==> src/rtl/mem_pkg.sv <==
// Shared types and helpers for the data-memory access path: size codes,
// response error codes, controller state encoding and lane helpers.
package mem_pkg;

    typedef enum logic [1:0] {
        SZ_BYTE = 2'b00,
        SZ_HALF = 2'b01,
        SZ_WORD = 2'b10,
        SZ_RSVD = 2'b11
    } size_e;

    typedef enum logic [1:0] {
        ERR_OK       = 2'b00,
        ERR_MISALIGN = 2'b01,
        ERR_TIMEOUT  = 2'b10
    } err_e;

    typedef enum logic [1:0] {
        IDLE   = 2'b00,
        ACCESS = 2'b01,
        RESP   = 2'b10
    } state_e;

    // The reserved size code is reported as misaligned so it never reaches the bus.
    function automatic logic is_misaligned(size_e size, logic [1:0] offset);
        logic result;
        case (size)
            SZ_BYTE: result = 1'b0;
            SZ_HALF: result = offset[0];
            SZ_WORD: result = (offset != 2'b00);
            default: result = 1'b1;
        endcase
        return result;
    endfunction

    function automatic logic [3:0] byte_enables(size_e size, logic [1:0] offset);
        logic [3:0] result;
        case (size)
            SZ_BYTE: result = 4'b0001 << offset;
            SZ_HALF: result = offset[1] ? 4'b1100 : 4'b0011;
            default: result = 4'b1111;
        endcase
        return result;
    endfunction

    function automatic logic [31:0] lane_replicate(size_e size, logic [31:0] wdata);
        logic [31:0] result;
        case (size)
            SZ_BYTE: result = {4{wdata[7:0]}};
            SZ_HALF: result = {2{wdata[15:0]}};
            default: result = wdata;
        endcase
        return result;
    endfunction

endpackage

==> src/rtl/mem_access_unit_if.sv <==
// Pipeline request, data-memory bus and response signals of the MEM-stage
// access unit; master is the access unit, slave is the pipeline/memory side.
interface mem_access_unit_if;

    logic        req_valid;
    logic        req_ready;
    logic        req_we;
    logic [1:0]  req_size;
    logic        req_unsigned;
    logic [31:0] req_addr;
    logic [31:0] req_wdata;
    logic [31:0] req_pc;

    logic        mem_req;
    logic        mem_we;
    logic [31:0] mem_addr;
    logic [3:0]  mem_be;
    logic [31:0] mem_wdata;
    logic        mem_ack;
    logic [31:0] mem_rdata;

    logic        rsp_valid;
    logic [31:0] rsp_rdata;
    logic [1:0]  rsp_err;
    logic        busy;

    modport master (
        input  req_valid, req_we, req_size, req_unsigned, req_addr, req_wdata, req_pc,
        input  mem_ack, mem_rdata,
        output req_ready, mem_req, mem_we, mem_addr, mem_be, mem_wdata,
        output rsp_valid, rsp_rdata, rsp_err, busy
    );

    modport slave (
        output req_valid, req_we, req_size, req_unsigned, req_addr, req_wdata, req_pc,
        output mem_ack, mem_rdata,
        input  req_ready, mem_req, mem_we, mem_addr, mem_be, mem_wdata,
        input  rsp_valid, rsp_rdata, rsp_err, busy
    );

endinterface

==> src/rtl/load_align.sv <==
// Extracts the addressed byte/half lane from a memory word and sign- or
// zero-extends it; words pass through unchanged.
module load_align
    import mem_pkg::*;
(
    input  logic [31:0] rdata_i,
    input  logic [1:0]  offset_i,
    input  size_e       size_i,
    input  logic        unsigned_i,
    output logic [31:0] data_o
);

    logic [7:0]  byte_lane;
    logic [15:0] half_lane;

    // NOTE: every always_comb output gets a value on every path, otherwise a latch is inferred.
    always_comb begin
        byte_lane = rdata_i[8*offset_i +: 8];
        half_lane = offset_i[1] ? rdata_i[31:16] : rdata_i[15:0];
        case (size_i)
            SZ_BYTE: data_o = {{24{~unsigned_i & byte_lane[7]}}, byte_lane};
            SZ_HALF: data_o = {{16{~unsigned_i & half_lane[15]}}, half_lane};
            default: data_o = rdata_i;
        endcase
    end

endmodule

==> src/rtl/mem_access_unit.sv <==
// MEM-stage data-memory initiator: request -> req/ack bus cycle -> extended response.
// Define MEM_TRACE_EN to print a trace line for every successful store.
module mem_access_unit
    import mem_pkg::*;
#(
    parameter int unsigned TIMEOUT = 255
) (
    input logic              clk,
    input logic              reset,
    mem_access_unit_if.master bus
);

    localparam logic [7:0] TIMEOUT_CNT = 8'(TIMEOUT);

    state_e      state_q, state_d;
    logic [7:0]  cnt_q, cnt_d;
    err_e        err_q, err_d;
    logic [31:0] rdata_q, rdata_d;

    logic        we_q;
    size_e       size_q;
    logic        unsigned_q;
    logic [31:0] addr_q;
    logic [3:0]  be_q;
    logic [31:0] wdata_q;

    logic        accept;
    logic [31:0] load_data;

    assign accept = (state_q == IDLE) && bus.req_valid;

    load_align u_load_align (
        .rdata_i    (bus.mem_rdata),
        .offset_i   (addr_q[1:0]),
        .size_i     (size_q),
        .unsigned_i (unsigned_q),
        .data_o     (load_data)
    );

    // NOTE: sequential state uses non-blocking assignments so every register samples pre-edge values.
    always_ff @(posedge clk or posedge reset) begin
        if (reset) begin
            state_q <= IDLE;
            cnt_q   <= '0;
            err_q   <= ERR_OK;
            rdata_q <= '0;
        end else begin
            state_q <= state_d;
            cnt_q   <= cnt_d;
            err_q   <= err_d;
            rdata_q <= rdata_d;
        end
    end

    // Request payload is captured once at accept and held stable for the whole bus cycle.
    always_ff @(posedge clk or posedge reset) begin
        if (reset) begin
            we_q       <= 1'b0;
            size_q     <= SZ_BYTE;
            unsigned_q <= 1'b0;
            addr_q     <= '0;
            be_q       <= '0;
            wdata_q    <= '0;
        end else if (accept) begin
            we_q       <= bus.req_we;
            size_q     <= size_e'(bus.req_size);
            unsigned_q <= bus.req_unsigned;
            addr_q     <= bus.req_addr;
            be_q       <= byte_enables(size_e'(bus.req_size), bus.req_addr[1:0]);
            wdata_q    <= lane_replicate(size_e'(bus.req_size), bus.req_wdata);
        end
    end

    always_comb begin
        state_d = state_q;
        cnt_d   = cnt_q;
        err_d   = err_q;
        rdata_d = rdata_q;
        case (state_q)
            IDLE: begin
                if (bus.req_valid) begin
                    cnt_d   = '0;
                    rdata_d = '0;
                    if (is_misaligned(size_e'(bus.req_size), bus.req_addr[1:0])) begin
                        err_d   = ERR_MISALIGN;
                        state_d = RESP;
                    end else begin
                        err_d   = ERR_OK;
                        state_d = ACCESS;
                    end
                end
            end
            ACCESS: begin
                cnt_d = cnt_q + 8'd1;
                // Ack takes priority over a timeout landing in the same cycle.
                if (bus.mem_ack) begin
                    err_d   = ERR_OK;
                    rdata_d = we_q ? '0 : load_data;
                    state_d = RESP;
                end else if (cnt_d == TIMEOUT_CNT) begin
                    err_d   = ERR_TIMEOUT;
                    state_d = RESP;
                end
            end
            RESP:    state_d = IDLE;
            default: state_d = IDLE;
        endcase
    end

    always_comb begin
        bus.req_ready = (state_q == IDLE);
        bus.mem_req   = (state_q == ACCESS);
        bus.mem_we    = we_q;
        bus.mem_addr  = {addr_q[31:2], 2'b00};
        bus.mem_be    = be_q;
        bus.mem_wdata = wdata_q;
        bus.rsp_valid = (state_q == RESP);
        bus.rsp_rdata = (state_q == RESP) ? rdata_q : '0;
        bus.rsp_err   = (state_q == RESP) ? err_q : ERR_OK;
        bus.busy      = (state_q != IDLE) || bus.req_valid;
    end

`ifdef MEM_TRACE_EN
    logic [31:0] pc_q;

    always_ff @(posedge clk or posedge reset) begin
        if (reset) begin
            pc_q <= '0;
        end else if (accept) begin
            pc_q <= bus.req_pc;
        end
    end

    always @(posedge clk) begin
        if (!reset && state_q == ACCESS && bus.mem_ack && we_q) begin
            $display("%d@%h: *%h <= %h", $time, pc_q, addr_q,
                     wdata_q & {{8{be_q[3]}}, {8{be_q[2]}}, {8{be_q[1]}}, {8{be_q[0]}}});
        end
    end
`endif

endmodule

==> src/flat_wrapper.sv <==
// flat-port wrapper written by rule: the top's interface ports become plain ports
module mem_access_unit_flat import mem_pkg::*;
#(
    parameter int unsigned TIMEOUT = 255
)
  (clk, reset, bus_req_valid, bus_req_we, bus_req_size, bus_req_unsigned, bus_req_addr, bus_req_wdata, bus_req_pc, bus_mem_ack, bus_mem_rdata, bus_req_ready, bus_mem_req, bus_mem_we, bus_mem_addr, bus_mem_be, bus_mem_wdata, bus_rsp_valid, bus_rsp_rdata, bus_rsp_err, bus_busy);
  mem_access_unit_if bus_i ();
  input logic clk;
  input logic reset;
  input wire logic [$bits(bus_i.req_valid)-1:0] bus_req_valid;
  input wire logic [$bits(bus_i.req_we)-1:0] bus_req_we;
  input wire logic [$bits(bus_i.req_size)-1:0] bus_req_size;
  input wire logic [$bits(bus_i.req_unsigned)-1:0] bus_req_unsigned;
  input wire logic [$bits(bus_i.req_addr)-1:0] bus_req_addr;
  input wire logic [$bits(bus_i.req_wdata)-1:0] bus_req_wdata;
  input wire logic [$bits(bus_i.req_pc)-1:0] bus_req_pc;
  input wire logic [$bits(bus_i.mem_ack)-1:0] bus_mem_ack;
  input wire logic [$bits(bus_i.mem_rdata)-1:0] bus_mem_rdata;
  output wire logic [$bits(bus_i.req_ready)-1:0] bus_req_ready;
  output wire logic [$bits(bus_i.mem_req)-1:0] bus_mem_req;
  output wire logic [$bits(bus_i.mem_we)-1:0] bus_mem_we;
  output wire logic [$bits(bus_i.mem_addr)-1:0] bus_mem_addr;
  output wire logic [$bits(bus_i.mem_be)-1:0] bus_mem_be;
  output wire logic [$bits(bus_i.mem_wdata)-1:0] bus_mem_wdata;
  output wire logic [$bits(bus_i.rsp_valid)-1:0] bus_rsp_valid;
  output wire logic [$bits(bus_i.rsp_rdata)-1:0] bus_rsp_rdata;
  output wire logic [$bits(bus_i.rsp_err)-1:0] bus_rsp_err;
  output wire logic [$bits(bus_i.busy)-1:0] bus_busy;
  assign bus_i.req_valid = bus_req_valid;
  assign bus_i.req_we = bus_req_we;
  assign bus_i.req_size = bus_req_size;
  assign bus_i.req_unsigned = bus_req_unsigned;
  assign bus_i.req_addr = bus_req_addr;
  assign bus_i.req_wdata = bus_req_wdata;
  assign bus_i.req_pc = bus_req_pc;
  assign bus_i.mem_ack = bus_mem_ack;
  assign bus_i.mem_rdata = bus_mem_rdata;
  assign bus_req_ready = bus_i.req_ready;
  assign bus_mem_req = bus_i.mem_req;
  assign bus_mem_we = bus_i.mem_we;
  assign bus_mem_addr = bus_i.mem_addr;
  assign bus_mem_be = bus_i.mem_be;
  assign bus_mem_wdata = bus_i.mem_wdata;
  assign bus_rsp_valid = bus_i.rsp_valid;
  assign bus_rsp_rdata = bus_i.rsp_rdata;
  assign bus_rsp_err = bus_i.rsp_err;
  assign bus_busy = bus_i.busy;
  mem_access_unit #(.TIMEOUT(TIMEOUT)) u_core (.clk(clk), .reset(reset), .bus(bus_i));
endmodule
==> config.mk <==
export PLATFORM = sky130hd
export DESIGN_NAME = mem_access_unit_flat
export DESIGN_NICKNAME = d
export VERILOG_FILES = /design/src/rtl/mem_pkg.sv /design/src/rtl/mem_access_unit_if.sv /design/src/rtl/load_align.sv /design/src/rtl/mem_access_unit.sv /design/src/flat_wrapper.sv
export SDC_FILE = /design/constraint.sdc
export NUM_CORES = 1
export LEC_CHECK = 0
export ABC_AREA = 1
export CAP_MARGIN = 20
export CORE_MARGIN = 3
export CORE_UTILIZATION = 44
export DETAILED_ROUTE_END_ITERATION = 16
export PLACE_DENSITY = 0.88
export SLEW_MARGIN = 25
export SYNTH_ARGS = -nofsm -noshare
export SYNTH_HDL_FRONTEND = slang
export SYNTH_SLANG_ARGS = --single-unit
==> constraint.sdc <==
create_clock -name clk -period 4.8 [get_ports clk]
set_input_delay 0.96 -clock clk [delete_from_list [all_inputs] [get_ports clk]]
set_output_delay 0.96 -clock clk [all_outputs]
set_load 0.02 [all_outputs]
### Yosys cells after proc, flatten, opt, wreduce, memory -nomap -nowiden

Index checks and enable logic that the tools add are counted.

| storage, ports and cells | value |
|---|---|
| memories kept | 0 |
| latch bits | 0 |
| output and inout port bits | 107 |
| word-level logic and storage cells | 62 |
| bits in read-only memories | 0 |
| flip-flop bits (word level) | 116 |
| memory bits (writable) | 0 |

| cells by class | value |
|---|---|
| reduce and logical (&&, ||, !) cells | 12 |
| divide/modulo/power cells | 0 |
| $mul | 0 |
| shift operators | 2 |
| add/subtract/negate cells | 1 |
| equal/unequal tests | 9 |
| bitwise gates (word level) | 3 |
| magnitude comparators | 0 |
| multiplexer cells | 25 |

Operator list:

| cell | count |
|---|---|
| case mux 32 bit (2 select lines) | 3 |
| two-way mux 32 bit | 4 |
| indexed part select 32 x 6 -> 8 bit | 1 |
| two-way mux 16 bit | 1 |
| case mux 8 bit (2 select lines) | 1 |
| two-way mux 2 bit | 7 |
| adder 8 x 1 -> 8 bit (second input constant) | 1 |
| == test 8 bit (second input constant) | 1 |
| two-way mux 8 bit | 1 |
| case mux 2 bit (2 select lines) | 2 |
| case mux 4 bit (2 select lines) | 1 |
| == test 2 x 1 -> 1 bit (second input constant) | 3 |
| zero test 2 bit | 3 |
| AND reduction 3 bit | 2 |
| nonzero test 2 bit | 3 |
| == test 2 bit (second input constant) | 2 |
| two-way mux 4 bit | 1 |
| != test 2 bit (second input constant) | 2 |
| AND reduction 2 bit | 2 |
| left shift 1 x 2 -> 4 bit (first input constant) | 1 |
| two-way mux 1 bit | 3 |
| != test 3 x 2 -> 1 bit (second input constant) | 1 |
| case mux 1 bit (3 select lines) | 1 |
| AND 1 bit | 2 |
| other kinds (3) | 3 |

### Logic depth before layout (Yosys ltp)

| logic depth | value |
|---|---|
| word-level depth | 7 |
| depth in mapped cells | 12 |
| mapped depth without buffers | 12 |

### By module

From an unflattened synthesis, not the netlist that was laid out.

| unflattened totals | value |
|---|---|
| cells, all modules | 799 |
| area, all modules | 6242.2 sq um |

By module, submodules not included:

| module | cells each | area an instance (sq um) | times used | sequential area each (sq um) |
|---|---|---|---|---|
| mem_access_unit | 645 | 5321.4 | 1 | 2902.8 |
| load_align | 154 | 920.9 | 1 | 0.0 |

### Worst setup path before layout

No wires, ideal clock.

| path | value |
|---|---|
| kind | reg-to-output |
| start | register u_core.state_q[1] |
| end | output port bus_rsp_rdata[10] |
| setup slack | 2.225 ns |
| arrival | 1.615 ns |
| buffers on the path | 1 |
| cell stages (with the launch flop) | 6 |
| required time | 3.840 ns |
| cells stage by stage | dfrtp_1 > inv_1 > nor2_1 > clkinv_1 > clkbuf_1 > nor2_1 |

| on the way | value |
|---|---|
| longest elaborated chain between the ends | 2 |

Ends and longest elaborated chain:

| element | RTL line | source |
|---|---|---|
| from (decl) | mem_access_unit.sv:15 | `state_e state_q, state_d;` |
| from (signal assigned) | mem_access_unit.sv:48 | `state_q <= state_d;` |
| == test 2 bit | - |  |
| via bus_rsp_valid | flat_wrapper.sv:25 | `output wire logic [$bits(bus_i.rsp_valid)-1:0] bus_rsp_valid;` |
| two-way mux 32 bit | mem_access_unit.sv:118 | `bus.rsp_rdata = (state_q == RESP) ? rdata_q : '0;` |
| to (decl) | flat_wrapper.sv:26 | `output wire logic [$bits(bus_i.rsp_rdata)-1:0] bus_rsp_rdata;` |

The timed path passes the listed nets, and every way through them passes these cells.

### Worst setup path after layout

| path | value |
|---|---|
| start | register u_core.state_q[1] |
| end | output port bus_rsp_rdata[7] |

| on the way | value |
|---|---|
| longest elaborated chain between the ends | 2 |

Ends and longest elaborated chain:

| element | RTL line |
|---|---|
| == test 2 bit | mem_access_unit.sv:118 |
| two-way mux 32 bit | mem_access_unit.sv:118 |

No other way between the ends.

==> key figures <==
Outcome
  – Outcome: finished clean

Critical path
  – CP Data Arrival Time: 2910 ps
  – R2R depth: 9
  – Critical Path RT: 3840 ps
  – Crit-path cells: inv_1 > nor2_1 > clkinv_1 > nor2_1 > clkdlybuf4s50_1
  – R2r startpoint: u_core.state_q[1]
  – Max incr delay on CP: 740 ps
  – Worst R2R End: u_core.rdata_q[3]
  – WP buf/inv: 3
  – Slowest stage cell, crit path: clkinv_1
  – Critical path's most frequent cell: nor2_1
  – Crit path kind: reg2out
  – Worst Setup End Kind: output pin
  – Crit-path max FO: 34
  – Reg-to-reg slack, setup: 2420 ps
  – Worst path top cell family by delay: buffers and inverters
  – Crit start category: flop

Synth
  – Seq cells post-synth: 116
  – Netlist Area Pre-Place: 5890 µm²
  – Seq/Total Area, Yosys: 49.3%
  – Syn_area_per_cell: 7.50 µm²
  – Cell variety after synth: 33
  – Syn Inst Count: 785
  – Synth async-reset ratio: 100%
  – Ys flop type: dfrtp_1
  – Number of flops mapped to enable cells by yosys: 0
  – Synthesis Warnings: 0

Detailed routing
  – Antenna viol nets, final: 0
  – Pre-Repair DR Iteration Count: 5
  – Vias per inst: 5.03
  – Routed len/inst: 15.1 µm
  – Iter 0 DRT Violations: 565
  – DRC viols: 0
  – Final WL: 17.2 mm
  – Vias: 5734

Clock tree
  – H-tree levels: 4
  – Root buf cell: clkbuf_16
  – # Post-CTS Setup Buffers: 0
  – CTS hold repair buffers: 0
  – # resized after CTS: 0
  – Maximum clock insertion buffer count: 2
  – Clock Latency Late Sink: 410 ps
  – Clk pin slew, worst setup/hold paths: 60 ps
  – CTS tree: yes
  – CTS Buf Count: 17
  – CTS sink cnt: 116

STA
  – Fmax: 259 MHz
  – Fin Setup TNS: 0 ps
  – Fin crit period: 3870 ps
  – Worst slew pin tran: 916 ps
  – Fin crit share: 80.6%
  – RSZ-0062 raised after global routing: false
  – Final setup skew: 7.51 ps
  – Slew Viols, Final: 0
  – Hold Fails Final Rpt: 0
  – Final setup viols: 0
  – Worst rel slew slack: 38.5%

GRT
  – Pin count of the biggest net entering global routing: 81
  – First-pass GRT wire length: 27.4 mm
  – Vias in the first global route: 5630
  – Overflow after GRT: 0
  – Aggregate global-route resource usage: 23.5%
  – Antenna violations before repair: 0

Floorplanning
  – Die Y: 122 µm
  – Full die area: 14800 µm²
  – Io pins: 243
  – FP Rows: 41
  – Core area: 12900 µm²
  – Die X: 122 µm
  – Initial Util: 45.7%

Placement
  – IO Port Bufs: 208
  – GP Congestion: 0.882
  – # placed instances: 1107
  – Placed wire-length estimate: 11.9 mm

Run
  – Max Cap Violations: 0

Power and ir drop
  – Pleak: 3.90 nW
  – VDD IR max: 0.391 mV
  – PD cells: 599 nW/µm²

Min path
  – Hold WC Path Type: reg2reg
  – Worst Hold Path EP: u_core.addr_q[29]
  – Hold Crit Start: u_core.addr_q[29]
  – Hold Crit Depth: 2

Finish
  – Cell Count, Final, Fillers Out: 1139
  – N_diodes: 0
  – Area Overhead vs Synth: 42.9%
  – Layout cell share with drive strength beyond 1: 5.48%
  – NumNets Final: 1092
[per-layer routing]
metal | global-route usage (%) | share of wire, % | up-vias | routed length (µm)
li1 | - | - | 2762 | -
met1 | 28.0 | 39 | 2636 | 6760
met2 | 37.7 | 46 | 302 | 8010
met3 | 10.2 | 12 | 34 | 2060
met4 | 9.31 | 2.3 | 0 | 400
met5 | 0 | 0 | - | 0
[metrics by stage]
step                      hold slack, ps  worst slack, ps  power (mW)  util [%]  instance area (µm²)
after floorplan                      442              768        3.01         -                 5890
after global placement               453             1460        3.77      60.9                 7850
after detailed placement             458             1390        3.82      60.9                 7850
after CTS                            472              949        5.07      65.4                 8420
after global routing                 489              709        5.35      65.4                 8420
final                                466              932        5.04      65.4                 8420
[cell usage in the layout (no fill, tap or decap), types with 2 or more instances in the layout]
cell	instances
a21oi_1	43
a31oi_1	15
clkbuf_16	17
clkdlybuf4s50_1	208
clkinv_1	2
clkinv_4	3
clkinvlp_4	7
conb_1	2
dfrtp_1	116
ha_1	2
inv_1	64
inv_2	6
inv_4	2
inv_6	2
mux2i_1	7
nand2_1	276
nand2_4	2
nand3_1	9
nand4_1	2
nor2_1	123
nor2_2	2
nor2_4	2
o21ai_0	26
o21ai_1	6
o221ai_1	7
o22ai_1	4
[state kept, by name, indices dropped and copies added (netlist names)]
name / cells
u_core.addr_q: 32
u_core.bus.mem_be: 4
u_core.bus.mem_wdata: 32
u_core.bus.mem_we: 1
u_core.cnt_q: 8
u_core.err_q: 2
u_core.rdata_q: 32
u_core.size_q: 2
u_core.state_q: 2
u_core.unsigned_q: 1
[cell usage after synthesis, types with 4 or more instances]
cell type / number / share of area, %
a21oi_1: 43 / 3.7
o21ai_0: 26 / 2.2
nand3_1: 9 / 0.76
o22ai_1: 4 / 0.42
clkbuf_1: 12 / 0.76
inv_1: 65 / 4.1
nand2_1: 276 / 18
buf_4: 32 / 4.1
o21ai_1: 6 / 0.51
buf_1: 6 / 0.38
a31oi_1: 15 / 1.6
mux2i_1: 7 / 1.2
o221ai_1: 7 / 1.0
nor2_1: 123 / 7.8
buf_2: 9 / 0.76
dfrtp_1: 116 / 49
inv_2: 6 / 0.38
[how the worst max path moves through the flow]
stage	cells after the start	slack, ps	endpoint	start
CTS	5	950	bus_rsp_rdata[7]	u_core.state_q[1]
global placement	5	1460	bus_rsp_rdata[7]	u_core.state_q[1]
floorplan	1	770	u_core.addr_q[0]	reset
detailed placement	5	1390	bus_rsp_rdata[7]	u_core.state_q[1]
global route	5	710	bus_rsp_rdata[5]	u_core.state_q[1]
finish	5	930	bus_rsp_rdata[7]	u_core.state_q[1]
[power breakdown]
part           total [mW]  internal, mW  switching [mW]
combinational        2.21         0.912            1.30
sequential           1.63          1.35           0.282
clock                1.20         0.728           0.475
total                5.04          2.98            2.05
[worst reg2reg max path: stages, from the launching register on]
cell and delay, ps:
dfrtp_1 440, nor2_4 60, inv_2 110, nor2_8 40
inv_4 470, nand2_4 210, nand2_2 440, inv_1 260
nand2_1 130, o21ai_0 90
[layout make-up]
type	instances	area, µm²
multi-input combinational	535	2330
clock buffer	18	439
timing repair buffer	210	2110
sequential	116	2900
inverter	74	283
clock inverter	14	131
tap	172	215
fill	1018	4460
[logic make-up (layout without fill, tap and decap cells)]
kind of cell	Yosys count	after routing	synth area share, %
other	1	2	0.0637
AO/OA/AOI/OAI	103	103	9.71
adder cells (fa/ha/maj)	2	2	0.425
AND/OR/NAND/NOR	421	421	28.2
multiplexers	7	7	1.19
buffers and inverters	135	316	11.1
flip-flops	116	116	49.3
(Power assumes the default switching activity.)
